### src/rtl/fsm_k_responder.sv
// Target-side responder for the FSM k read handshake: answers rd/ds with ws and
// burst read data from a host-loadable register-file memory, and flags sequencing errors.
module fsm_k_responder #(
  parameter int DW = 8,
  parameter int AW = 4,
  parameter int LW = 4
) (
  input  logic          clk,
  input  logic          rst_n,
  input  logic          rd,
  input  logic          ds,
  input  logic [AW-1:0] start_addr,
  input  logic [LW-1:0] burst_len,
  input  logic          we,
  input  logic [AW-1:0] waddr,
  input  logic [DW-1:0] wdata,
  output logic          ws,
  output logic          rvalid,
  output logic [DW-1:0] rdata,
  output logic          done,
  output logic          err,
  output logic [LW-1:0] beat_cnt
);

  // state  | meaning
  // R_IDLE | no burst in progress, waiting for the first READ
  // R_PH2  | initiator DLY cycle: rdata valid, ws presented
  // R_PH1  | initiator READ of a later beat
  // R_WDS  | last beat delivered, expecting ds
  // R_ERR  | protocol violation, held until rd=ds=0
  typedef enum logic [2:0] {R_IDLE, R_PH2, R_PH1, R_WDS, R_ERR} state_t;

  state_t        state, state_nxt;
  logic [DW-1:0] mem [2**AW];
  logic [AW-1:0] addr;
  logic [LW-1:0] rem;
  logic          ld_first, ld_next, step, count, done_nxt, more;

  assign more = (rem > LW'(1));

  always_ff @(posedge clk) begin
    if (!rst_n) state <= R_IDLE;
    else        state <= state_nxt;
  end

  always_comb begin
    state_nxt = state;
    ld_first  = 1'b0;
    ld_next   = 1'b0;
    step      = 1'b0;
    count     = 1'b0;
    done_nxt  = 1'b0;
    case (state)
      R_IDLE: begin
        if (rd) begin
          ld_first  = 1'b1;
          state_nxt = R_PH2;
        end else if (ds) begin
          state_nxt = R_ERR;
        end
      end
      R_PH2: begin
        if (!rd) begin
          state_nxt = R_ERR;
        end else begin
          count = 1'b1;
          if (more) begin
            step      = 1'b1;
            state_nxt = R_PH1;
          end else begin
            state_nxt = R_WDS;
          end
        end
      end
      R_PH1: begin
        if (rd) begin
          ld_next   = 1'b1;
          state_nxt = R_PH2;
        end else begin
          state_nxt = R_ERR;
        end
      end
      R_WDS: begin
        if (ds && !rd) begin
          done_nxt  = 1'b1;
          state_nxt = R_IDLE;
        end else begin
          state_nxt = R_ERR;
        end
      end
      R_ERR: begin
        if (!rd && !ds) state_nxt = R_IDLE;
      end
      default: state_nxt = R_IDLE;
    endcase
  end

  // ws/rvalid/err come from registered state only, never from same-cycle inputs
  assign rvalid = (state == R_PH2);
  assign ws     = (state == R_PH2) && more;
  assign err    = (state == R_ERR);

  always_ff @(posedge clk) begin
    if (!rst_n) begin
      addr     <= '0;
      rem      <= '0;
      rdata    <= '0;
      beat_cnt <= '0;
      done     <= 1'b0;
    end else begin
      done <= done_nxt;
      if (ld_first) begin
        addr     <= start_addr;
        rem      <= (burst_len == '0) ? LW'(1) : burst_len;
        rdata    <= mem[start_addr];
        beat_cnt <= '0;
      end
      if (ld_next) rdata <= mem[addr];
      if (step) begin
        addr <= addr + AW'(1);
        rem  <= rem - LW'(1);
      end
      if (count) beat_cnt <= beat_cnt + LW'(1);
    end
  end

  // Unreset memory; a same-edge read of the written address returns the old word
  always_ff @(posedge clk) begin
    if (we) mem[waddr] <= wdata;
  end

endmodule

### config.mk
export PLATFORM = sky130hd
export DESIGN_NAME = fsm_k_responder
export DESIGN_NICKNAME = d
export VERILOG_FILES = /design/src/rtl/fsm_k_responder.sv
export SDC_FILE = /design/constraint.sdc
export NUM_CORES = 1
export LEC_CHECK = 0
export BUFFER_PORTS_ARGS = -buffer_cell sky130_fd_sc_hd__buf_2
export CAP_MARGIN = 20
export CORE_MARGIN = 2
export CORE_UTILIZATION = 57
export DETAILED_ROUTE_END_ITERATION = 16
export GPL_TIMING_DRIVEN = 0
export PLACE_DENSITY = 0.75
export RECOVER_POWER = 50
export SYNTH_ARGS = -nofsm -noshare
export SYNTH_HDL_FRONTEND = slang
export SYNTH_SLANG_ARGS = --single-unit
### constraint.sdc
create_clock -name clk -period 2.4 [get_ports clk]
set_clock_uncertainty 0.15 [all_clocks]
set_input_delay 0 -clock clk [delete_from_list [all_inputs] [get_ports clk]]
set_output_delay 0 -clock clk [all_outputs]
set_load 0.01 [all_outputs]
==> impl_metrics.toml <==
[sta]
setup_violations = 0
grt_setup_unrepaired = "no"
finalSetupTns_ns = 0
maxSlewHeadroom = 0.243
hold_viol_final = 0
fmax_ghz = 0.426
finalCritPeriodShare = 0.978
tightest_slew_ns = 1.13
hold_ws_ns = 0.0417
fin_crit_ns = 2.35
final-max-slew-violation-count = 0

[global_route]
grt_pass1_vias = 4954
grt_usage = 0.285
antenna_found_initial = 0
grt_max_degree = 17
grt_pass1_wl_um = 28900
grt-ovfl-total = 0

[clocking]
htree_levels = 4
postCtsSetupRepairBufs = 0
cts_tree = "built"
cts-root-buf = "clkbuf_16"
clk_pin_slew_worst_paths_ns = 0.06
cts.sinks = 156
cts_max_path_buffers = 2
numCtsBuffers = 17
post_cts_resize_count = 0
clk_latency_ns = 0.43
postCtsHoldBufs = 24

[placed_design]
place_congestion = 0.899
place_hpwl_um = 13000
placed_cell_area_mm2 = 0.00786
placed_cells = 710
portBuffers = 36

[logic_synthesis]
ys_warn_count = 0
synth_top_area_frac = 0.519
synthesis.nets = 526
ys_top_cells_by_count = "128 x edfxtp_1, 56 x mux2i_1, 36 x mux4_2, 36 x nor2_1, 28 x dfxtp_1"
synth_cell_types = 49
synth.most_common_cell = "edfxtp_1"
synth_area_mm2 = 0.00741
ys.flop_type = "edfxtp_1"
synth_top_area_cell = "edfxtp_1"
ys_ff_latch = 156
synth_edf_count = 128
ys_async_sr_fraction = 0
netlist_instances = 497
yosysSeqAreaShare = 0.594
netlist_top_cells_area = "edfxtp_1 52%, mux4_2 11%, dfxtp_1 7.6%"
avgSynthCellArea_um2 = 14.9

[detailed_routing]
routed_wl_um = 19000
remaining_drc_errors = 0
drt_iter0_drc = 573
firstDrtPassIters = 5
drt-vias-per-instance = 6.53
vias = 5006
ant_nets = 0
wl_per_cell_um = 24.8

[worst_setup_path]
cpPeakStageDelay_ns = 0.41
cp-end-kind = "register"
path_delay_family = "buffers and inverters"
crit_chain = "buf_6, buf_4, buf_2, mux4_2, mux2i_1, nor2_1, o31a_1"
required_ns = 2.57
slowest_stage = "mux4_2"
crit_buf_inv = 3
start_kind = "register"
critPathMaxFanout = 10
cp.arrival_ns = 2.51
criticalPathCategory = "register to register"

[layout]
multiInputGateArea_mm2 = 0.00279
drive_above_1_share = 0.207
final_area_mm2 = 0.00863
diodes = 0
n_fill_cell = 877
area_delta_synth_final_pct = 16.5
finalNonFillerCells = 767
seqCellArea_mm2 = 0.00440
final_nets = 611

[floorplan]
die_height_um = 118
die_area_mm2 = 0.0139
rows = 41
start_util = 0.585
core_mm2 = 0.0127
die_w_um = 118
pin_count = 41

[power_and_ir_drop]
ir_drop_mv = 0.452
powerDensity_mw_per_mm2 = 736
leakage_uw = 0.00289

[hold_path]
hold_class = "primary input to register"
min_from = "start_addr[0]"

[status]
status = "finished clean"

[flow_run]
max-cap-violations = 0
[cells in the final DEF (no fill, tap or decap), drive strengths merged, types with 2 or more instances in the layout]
cell	n
a2111oi	2
a211o	3
a211oi	8
a21oi	17
a221o	3
a221oi	3
a22o	2
a22oi	18
a31oi	10
a32oi	4
and2	3
and4bb	2
buf	44
bufinv	2
clkbuf	50
clkinv	5
clkinvlp	5
dfxtp	28
dlygate4sd3	24
edfxtp	128
ha	4
inv	4
mux2	4
mux2i	56
mux4	40
nand2	17
nand2b	7
nand3	11
nand3b	3
nor2	36
nor2b	13
nor3	11
nor4	2
o21ai	8
o31a	5
o31ai	2
or2	2
or3	2
[area by class of cell]
class	count	share of cell area
Clock inverter	12	0.0143
Tap cell	172	0.0249
Sequential cell	156	0.510
Timing Repair Buffer	66	0.0507
Multi-Input combinational cell	305	0.323
Clock buffer	20	0.0506
Inverter	4	0.00174
Buffer	32	0.0242
[registers in the layout (all words and copies together), names as in the netlist, named ones only]
name      cells
rem           4
beat_cnt      4
done          1
state         3
addr          4
rdata         8
mem         128
[report_power, final]
part	total, µW	internal, µW	switching, µW
logic	723	308	415
clock network	2570	1520	1060
registers	3060	3010	47.6
total	6360	4830	1520
[worst reg2reg max path: stages, from the launching register on]
cell and delay [ns]:
dfxtp_1 0.33, buf_6 0.16, buf_4 0.24, buf_2 0.40, mux4_2 0.41, mux2i_1 0.19, nor2_1 0.07, o31a_1 0.28
[logic make-up after synthesis]
| group | Yosys count | synth area share |
|---|---|---|
| AO/OA/AOI/OAI | 87 | 0.0844 |
| XOR/XNOR | 1 | 0.00118 |
| adder cells (fa/ha/maj) | 4 | 0.00676 |
| buffers and inverters | 36 | 0.0302 |
| flip-flops | 156 | 0.594 |
| multiplexers | 100 | 0.205 |
| AND/OR/NAND/NOR | 113 | 0.0775 |
[per-stage QoR]
| step | power [µW] | worst slack (ns) | utilization |
|---|---|---|---|
| 5_1_grt | 6540 | 0.0145 | 0.681 |
| 3_5_place_dp | 3800 | 0.112 | 0.620 |
| 6_report | 6360 | 0.0534 | 0.681 |
| 2_1_floorplan | 3560 | 0.551 | - |
| 3_3_place_gp | 3780 | -0.239 | 0.616 |
| 4_1_cts | 6350 | 0.0941 | 0.683 |
[worst paths after layout]
path,depth (start not counted),slack [ns],to
setup / recovery,7,0.05,rdata[5]
setup reg to reg,7,0.05,rdata[5]
hold reg to reg,2,0.34,beat_cnt[3]
hold / removal,4,0.04,register
[per-layer routing]
metal / vias up / share of wire / global-route usage
li1: 2167 / - / -
met1: 2459 / 0.39 / 0.372
met2: 320 / 0.46 / 0.443
met3: 60 / 0.11 / 0.0833
met4: 0 / 0.034 / 0.130
met5: - / 0 / 0
Power figures use the tool's default switching activity.
